==> src/rtl/ahb_lite_master_ctrl.sv <==
// AHB-Lite master front-end: arbitrates fetch/data ports onto one non-pipelined bus.
// Optional data-phase watchdog (with timeout_flag port) enabled by defining AHBM_TIMEOUT_EN.
module ahb_lite_master_ctrl #(
    parameter int          ADDR_W      = 32,
    parameter logic [3:0]  HPROT_INSTR = 4'b0000,
    parameter logic [3:0]  HPROT_DATA  = 4'b0001,
    parameter int          TIMEOUT_CYC = 256
) (
    input  logic              hclk,
    input  logic              hresetn,
    input  logic              if_req,
    input  logic [ADDR_W-1:0] if_addr,
    output logic              if_ack,
    output logic              if_err,
    output logic [31:0]       if_rdata,
    input  logic              d_req,
    input  logic              d_we,
    input  logic [2:0]        d_fn3,
    input  logic [ADDR_W-1:0] d_addr,
    input  logic [31:0]       d_wdata,
    output logic              d_ack,
    output logic              d_err,
    output logic [31:0]       d_rdata,
    output logic [ADDR_W-1:0] haddr,
    output logic [1:0]        htrans,
    output logic              hwrite,
    output logic [2:0]        hsize,
    output logic [3:0]        hprot,
    output logic [31:0]       hwdata,
    input  logic [31:0]       hrdata,
    input  logic              hready,
    input  logic              hresp
`ifdef AHBM_TIMEOUT_EN
    ,
    output logic              timeout_flag
`endif
);

    localparam logic [1:0] TR_IDLE   = 2'b00;
    localparam logic [1:0] TR_NONSEQ = 2'b10;

    typedef enum logic [2:0] {S_IDLE, S_ADDR, S_DATA, S_ERR2, S_RESP} state_t;

    state_t      state;
    logic        sel_d;
    logic        we_q;
    logic [2:0]  fn3_q;
    logic [1:0]  lane_q;
    logic [31:0] wdata_q;

    // B for fn3[1:0]=00, H for 01, everything else (W and undefined codes) is a word
    function automatic logic [2:0] fn3_size(input logic [2:0] fn3);
        case (fn3[1:0])
            2'b00:   fn3_size = 3'b000;
            2'b01:   fn3_size = 3'b001;
            default: fn3_size = 3'b010;
        endcase
    endfunction

    function automatic logic [31:0] lane_rep(input logic [2:0] size, input logic [31:0] w);
        case (size)
            3'b000:  lane_rep = {4{w[7:0]}};
            3'b001:  lane_rep = {2{w[15:0]}};
            default: lane_rep = w;
        endcase
    endfunction

    function automatic logic [31:0] rd_extract(input logic [2:0] fn3, input logic [1:0] a,
                                               input logic [31:0] rd);
        logic [7:0]  b;
        logic [15:0] h;
        b = rd[{a, 3'b000} +: 8];
        h = a[1] ? rd[31:16] : rd[15:0];
        case (fn3)
            3'b000:  rd_extract = {{24{b[7]}}, b};
            3'b001:  rd_extract = {{16{h[15]}}, h};
            3'b100:  rd_extract = {24'h0, b};
            3'b101:  rd_extract = {16'h0, h};
            default: rd_extract = rd;
        endcase
    endfunction

    logic              any_req;
    logic [ADDR_W-1:0] req_addr;
    logic [2:0]        req_fn3;
    logic [2:0]        req_size;
    logic              req_misal;
    logic              launch;
    logic              tgt_d;
    logic              fin;
    logic              fin_err;
    logic              tmo_hit;

    assign any_req  = d_req | if_req;
    assign req_addr = d_req ? d_addr : if_addr;
    assign req_fn3  = d_req ? d_fn3 : 3'b010;
    assign req_size = fn3_size(req_fn3);
    assign req_misal = (req_size == 3'b001) ? req_addr[0] :
                       (req_size == 3'b010) ? (|req_addr[1:0]) : 1'b0;
    assign launch   = (state == S_IDLE) && any_req && !req_misal;
    // in IDLE the winner is not latched yet, so route a misalignment error directly
    assign tgt_d    = (state == S_IDLE) ? d_req : sel_d;

`ifdef AHBM_TIMEOUT_EN
    localparam int CNT_W = $clog2(TIMEOUT_CYC + 1);
    logic [CNT_W-1:0] tmo_cnt;
    logic             busy;

    assign busy    = (state == S_ADDR) || (state == S_DATA) || (state == S_ERR2);
    assign tmo_hit = busy && !hready && (tmo_cnt == CNT_W'(TIMEOUT_CYC - 1));

    always_ff @(posedge hclk or negedge hresetn) begin
        if (!hresetn) begin
            tmo_cnt      <= '0;
            timeout_flag <= 1'b0;
        end else begin
            if (launch)
                tmo_cnt <= '0;
            else if (busy && !hready)
                tmo_cnt <= tmo_cnt + 1'b1;
            if (tmo_hit)
                timeout_flag <= 1'b1;
        end
    end
`else
    assign tmo_hit = 1'b0;
`endif

    // transfer completion this cycle, and whether it completes with an error
    always_comb begin
        fin     = 1'b0;
        fin_err = 1'b0;
        case (state)
            S_IDLE: if (any_req && req_misal) begin fin = 1'b1; fin_err = 1'b1; end
            S_DATA: if (hready)               begin fin = 1'b1; fin_err = hresp; end
            S_ERR2: if (hready)               begin fin = 1'b1; fin_err = 1'b1;  end
            default: ;
        endcase
        if (tmo_hit) begin
            fin     = 1'b1;
            fin_err = 1'b1;
        end
    end

    always_ff @(posedge hclk or negedge hresetn) begin
        if (!hresetn) begin
            state    <= S_IDLE;
            sel_d    <= 1'b0;
            we_q     <= 1'b0;
            fn3_q    <= 3'b010;
            lane_q   <= 2'b00;
            wdata_q  <= '0;
            haddr    <= '0;
            htrans   <= TR_IDLE;
            hwrite   <= 1'b0;
            hsize    <= 3'b010;
            hprot    <= 4'b0000;
            hwdata   <= '0;
            if_ack   <= 1'b0;
            if_err   <= 1'b0;
            d_ack    <= 1'b0;
            d_err    <= 1'b0;
            if_rdata <= '0;
            d_rdata  <= '0;
        end else begin
            if_ack <= 1'b0;
            if_err <= 1'b0;
            d_ack  <= 1'b0;
            d_err  <= 1'b0;

            case (state)
                S_IDLE: begin
                    if (launch) begin
                        sel_d   <= d_req;
                        we_q    <= d_req & d_we;
                        fn3_q   <= req_fn3;
                        lane_q  <= req_addr[1:0];
                        wdata_q <= d_wdata;
                        haddr   <= req_addr;
                        htrans  <= TR_NONSEQ;
                        hwrite  <= d_req & d_we;
                        hsize   <= req_size;
                        hprot   <= d_req ? HPROT_DATA : HPROT_INSTR;
                        state   <= S_ADDR;
                    end
                end
                S_ADDR: begin
                    if (hready) begin
                        htrans <= TR_IDLE;
                        hwdata <= lane_rep(hsize, wdata_q);
                        state  <= S_DATA;
                    end
                end
                S_DATA: begin
                    if (hready && !hresp) begin
                        if (sel_d) begin
                            if (!we_q)
                                d_rdata <= rd_extract(fn3_q, lane_q, hrdata);
                        end else begin
                            if_rdata <= hrdata;
                        end
                    end else if (!hready && hresp) begin
                        state <= S_ERR2;
                    end
                end
                S_ERR2: ;
                S_RESP: state <= S_IDLE;
                default: state <= S_IDLE;
            endcase

            // every completion path (including watchdog abort) funnels through RESP
            if (fin) begin
                state  <= S_RESP;
                htrans <= TR_IDLE;
                d_ack  <=  tgt_d & !fin_err;
                d_err  <=  tgt_d &  fin_err;
                if_ack <= !tgt_d & !fin_err;
                if_err <= !tgt_d &  fin_err;
            end
        end
    end

endmodule

==> config.mk <==
export PLATFORM = sky130hd
export DESIGN_NAME = ahb_lite_master_ctrl
export DESIGN_NICKNAME = d
export VERILOG_FILES = /design/src/rtl/ahb_lite_master_ctrl.sv
export SDC_FILE = /design/constraint.sdc
export NUM_CORES = 1
export LEC_CHECK = 0
export ABC_AREA = 1
export CORE_MARGIN = 5
export CORE_UTILIZATION = 40
export DETAILED_ROUTE_END_ITERATION = 8
export PLACE_DENSITY = 0.75
export SETUP_SLACK_MARGIN = 0.5
export SYNTH_ARGS = -nofsm -noshare
export SYNTH_HDL_FRONTEND = slang
export SYNTH_SLANG_ARGS = --single-unit
==> constraint.sdc <==
create_clock -name hclk -period 1.5 [get_ports hclk]
set_input_delay 0.225 -clock hclk [delete_from_list [all_inputs] [get_ports hclk]]
set_output_delay 0.225 -clock hclk [all_outputs]
set_load 0.02 [all_outputs]
Word level (Yosys, flattened, before mapping)
Index checks and enable logic that the tools add are counted.

storage, ports and cells
  word-level logic and storage cells = 93
  bits of input ports = 138
  flip-flop bits (word level) = 183
  output and inout bits = 142

operators by class
  bitwise operators = 8
  multiplexer cells = 29
  eq/ne operators = 15
  shift-type cells = 1
  reductions and logical operators = 23

operators by type and width
  cell                  number
  $pmux W32 S4          1
  $pmux W32 S2          1
  $mux W32              1
  $shiftx A32 B6 Y8     1
  $mux W3               6
  $mux W16              1
  $eq A3 B1 Y1 const B  4
  $ne A3 B3 Y1 const B  4
  $pmux W3 S4           1
  $mux W1               11
  $eq A3 B2 Y1 const B  3
  $logic_not A3 Y1      3
  $pmux W2 S2           2
  $eq A3 B3 Y1 const B  2
  $mux W2               3
  $reduce_and A3 Y1     2
  $and A1 B1 Y1         5
  $logic_and A1 B1 Y1   5
  $logic_not A1 Y1      5
  $reduce_and A5 Y1     1
  $reduce_and A2 Y1     2
  $reduce_and A4 Y1     1
  $reduce_or A2 Y1      2
  $pmux W1 S3           1
  other kinds (7)       8

Logic depth before layout (Yosys ltp)
  depth in word-level cells = 12
  mapped depth = 11
  depth with buffers taken out = 11

Worst setup path before layout
No wires, ideal clock.

  path kind = register -> register
  from = register fn3_q[1]
  to = register d_rdata[21]
  path slack = -42 ps
  period minus slack after synthesis = 1542 ps
  stages on the path, launching flop included = 8
  arrival time = 1425 ps
  cell sequence = dfstp_2 -> clkbuf_1 -> nor3_1 -> nand2_2 -> o21ai_2 -> buf_2 -> o21bai_1 -> inv_1

between the ends
  longest elaborated chain between the ends = 2
  elaborated cells between the ends (all ways) = 5

RTL lines
  what                                  RTL line  source
  start, declared                       47        logic [2:0] fn3_q;
  start signal, assigned                176       fn3_q <= req_fn3;
  $eq A3 B3 Y1 (tied with other cells)  74        case (fn3)
  $pmux W32 S4 (*)                      74
  end signal, assigned                  198       d_rdata <= rd_extract(fn3_q, lane_q, hrdata);
  end, declared                         23        output logic [31:0] d_rdata,

Mark *: on every way between the ends. The rest lies on a longest branch, timed or not.
A chain may end at the register's enable or synchronous reset.

Worst setup path in the final report
  from = register state[2]
  to = register d_rdata[28]

between the ends
  longest elaborated chain between the ends = 2

RTL lines
  what                         RTL line  source
  start, declared              44        state_t state;
  start signal, assigned       147       state <= S_IDLE;
  start signal, assigned       184       state <= S_ADDR;
  start signal, assigned       191       state <= S_DATA;
  $eq A3 B2 Y1                 171       case (state)
  $reduce_and A4 Y1 (no line)  --

Every way passes these cells.

==> flow_metrics.env <==
export IMPL_max_freq_mhz=605.3
export IMPL_grtUsageTotal=0.2366
export IMPL_final_nets=1454
export IMPL_synth_top_area_share=0.5498
export IMPL_drive_gt1_frac=0.2927
export IMPL_floorplan_initialDensity=0.4059
export IMPL_synthCells=948
export IMPL_period_needed_ps=1652
export IMPL_fin_tns_setup_ps=-4918
export IMPL_seq_area_frac_synth=0.5532
export IMPL_placed_area_sq_um=11430
export IMPL_cts_root_buf="clkbuf_16"
export IMPL_rows=51
export IMPL_die_width_microns=150.3
export IMPL_yosys_cell_types_count=30
export IMPL_status="complete, but fails checks"
export IMPL_antenna_left=0
export IMPL_end_kind="flip-flop"
export IMPL_violations="setup timing"
export IMPL_cpPeakStageDelay_ps=400
export IMPL_worstSetupStartpointType="flip-flop"
export IMPL_synth_warnings=0
export IMPL_post_dp_hpwl_microns=18850
export IMPL_rsz0062_at_grt="yes"
export IMPL_mostFrequentLayoutCell="nand2_1"
export IMPL_hold_viol_final=0
export IMPL_core_region_area_sq_um=19400
export IMPL_fin_crit_sh=1.101
export IMPL_globalRouteOverflowTotal=0
export IMPL_path_max_fanout=5
export IMPL_final_util=0.6785
export IMPL_fillCellCount=1526
export IMPL_place_ws_ps=-337.4
export IMPL_via_per_inst=5.004
export IMPL_cts_tree="yes"
export IMPL_pin_count=280
export IMPL_routedWlPerCell_microns=17.27
export IMPL_power_density_nw_per_um2=1938
export IMPL_crit_start="state[2]"
export IMPL_crit_family="buffers and inverters"
export IMPL_clk_path_buf_depth=2
export IMPL_leakagePower_nw=6.417
export IMPL_diodes=0
export IMPL_ir_drop_mv=0.9558
export IMPL_worstSetupPathType="reg2reg"
export IMPL_io_buffers=274
export IMPL_clk_pin_slew_ps=80
export IMPL_syn2layout_area_growth_pct=67.17
export IMPL_insertion_delay_ps=430
export IMPL_vias=7976
export IMPL_die_h_microns=150.3
export IMPL_cpMaxStageDelayCell="dfrtp_1"
export IMPL_mostFrequentLayoutCells="255 x nand2_1, 170 x dfrtp_1, 149 x buf_6, 136 x clkdlybuf4s50_1, 92 x buf_4"
export IMPL_first_pass_iters=5
export IMPL_required_ps=1820
export IMPL_syn_area_per_cell_sq_um=8.306
export IMPL_cts_buffers=17
export IMPL_setup_viol=100
export IMPL_gp_congestion=0.8422
export IMPL_path_buf_inv=4
export IMPL_drv_slew=0
export IMPL_htree_levels=4
export IMPL_drc=0
export IMPL_drt_iter0_markers=468
export IMPL_yosysTopAreaCell="dfrtp_1"
export IMPL_wl_microns=27530
export IMPL_dieArea_sq_um=22590
export IMPL_finalClockSkew_ps=13.39
export IMPL_cts_sinks=174
export IMPL_grt_pass1_wl_microns=41500
export IMPL_r2r_start="state[2]"
export IMPL_cap_violations=0
export IMPL_whs_ps=277.1
export IMPL_synth_seq_cells=174
export IMPL_hold_path_class="in2async"
export IMPL_grt_pass1_vias=7952
export IMPL_grt_max_degree=49
export IMPL_finalWorstSetupSlack_ps=-152.2
export IMPL_cp_cell_sequence="inv_2 > nand2_4 > nor2_4 > nand3_4 > nor3_4 > buf_6 > buf_12 > o21ai_2 > o21bai_1 > inv_1"
export IMPL_antenna_found_initial=0
export IMPL_design_area_sq_um=13160
export IMPL_synth_area_sq_um=7874
export IMPL_netlist_top_cells_area="dfrtp_1 55%, nand2_1 13%, o21ai_0 6.1%, nor2_1 4.6%, inv_1 3.5%"
export IMPL_crit_arrival_ps=1980
[logic make-up after synthesis]
group           after synthesis  synth area share
other cells                   1         0.0004763
compound gates              229            0.1643
buf+inv                     140           0.08009
flops                       174            0.5532
simple gates                404            0.2020
[layer usage]
layer	track usage	vias up	share of wire
met5	0	-	0
met3	0.08098	47	0.10
met1	0.2825	3763	0.38
li1	-	3805	-
met2	0.4057	361	0.50
met4	0.06862	0	0.024
[registers in the layout, indices dropped and copies added, names as in the netlist]
| signal | count |
|---|---|
| d_err | 1 |
| wdata_q | 32 |
| hsize | 1 |
| fn3_q | 3 |
| if_ack | 1 |
| if_rdata | 32 |
| htrans | 1 |
| we_q | 1 |
| haddr | 32 |
| d_ack | 1 |
| hwdata | 32 |
| sel_d | 1 |
| d_rdata | 32 |
| if_err | 1 |
| state | 3 |
[cells in the mapped netlist]
| library cell | instances |
|---|---|
| nor2_4 | 1 |
| nand3_2 | 3 |
| inv_1 | 73 |
| buf_6 | 6 |
| clkbuf_1 | 26 |
| o21ai_2 | 1 |
| buf_2 | 18 |
| o211ai_1 | 8 |
| inv_2 | 7 |
| conb_1 | 1 |
| o21bai_1 | 16 |
| nand4_1 | 1 |
| o21ai_0 | 96 |
| nand2_2 | 2 |
| nor3_4 | 1 |
| o21ai_1 | 32 |
| buf_4 | 10 |
| nor3_1 | 1 |
| a31oi_1 | 1 |
| nand3_1 | 17 |
| a22oi_1 | 1 |
| o31ai_1 | 30 |
| nand2_1 | 279 |
| o21a_1 | 1 |
| o22ai_1 | 2 |
| nor2_2 | 2 |
| nor2_1 | 97 |
| dfstp_2 | 1 |
| dfrtp_1 | 173 |
| a21oi_1 | 41 |
[metrics by stage]
step / power [W] / std cells
after floorplan: 0.01408 / 952
after detailed placement: 0.01918 / 1496
final: 0.02551 / 1594
after global placement: 0.01895 / 1496
after CTS: 0.02514 / 1586
after global routing: 0.02706 / 1594
[power by group]
group / leakage (nW) / switching, W / internal (W)
logic: 3.90 / 0.00661 / 0.00610
clock network: 0.285 / 0.00219 / 0.00225
registers: 2.23 / 0.00164 / 0.00672
total: 6.42 / 0.0104 / 0.0151
[worst reg2reg max path: stages (launching register included)]
cell and delay (ps):
dfrtp_1 400, inv_2 80, nand2_4 50, nor2_4 130, nand3_4 100, nor3_4 160
buf_6 170, buf_12 130, o21ai_2 70, o21bai_1 190, inv_1 70
[final timing paths]
check	endpoint	slack [ps]	cells after the start
max reg2reg	d_rdata[28]	-150	10
min	if_rdata[12]	280	2
max	d_rdata[28]	-150	10
max in group asynchronous	d_rdata[31]	610	3
min reg2reg	wdata_q[30]	480	2
min in group hclk	wdata_q[29]	320	3
[area by class of cell]
| type | instances | area [sq um] | area share |
|---|---|---|---|
| flip-flops and latches | 174 | 4359 | 0.3312 |
| repair buffers | 403 | 4290 | 0.3260 |
| multi-input cells | 640 | 3263 | 0.2479 |
| clock buffers | 17 | 425.4 | 0.03232 |
| well taps | 265 | 331.6 | 0.02519 |
| inverters | 80 | 319.1 | 0.02424 |
| clock inverters | 15 | 173.9 | 0.01321 |
[timing repair]
item	4_1_cts	5_1_grt
setup buffers	50	4
setup endpoints to repair	311	311
gates resized for setup	855	69
cloned	7	4
pin swaps	0	19
hold buffers	1	0
endpoints found under the hold margin	36	0
No activity file was read; power rests on OpenSTA's default activity.
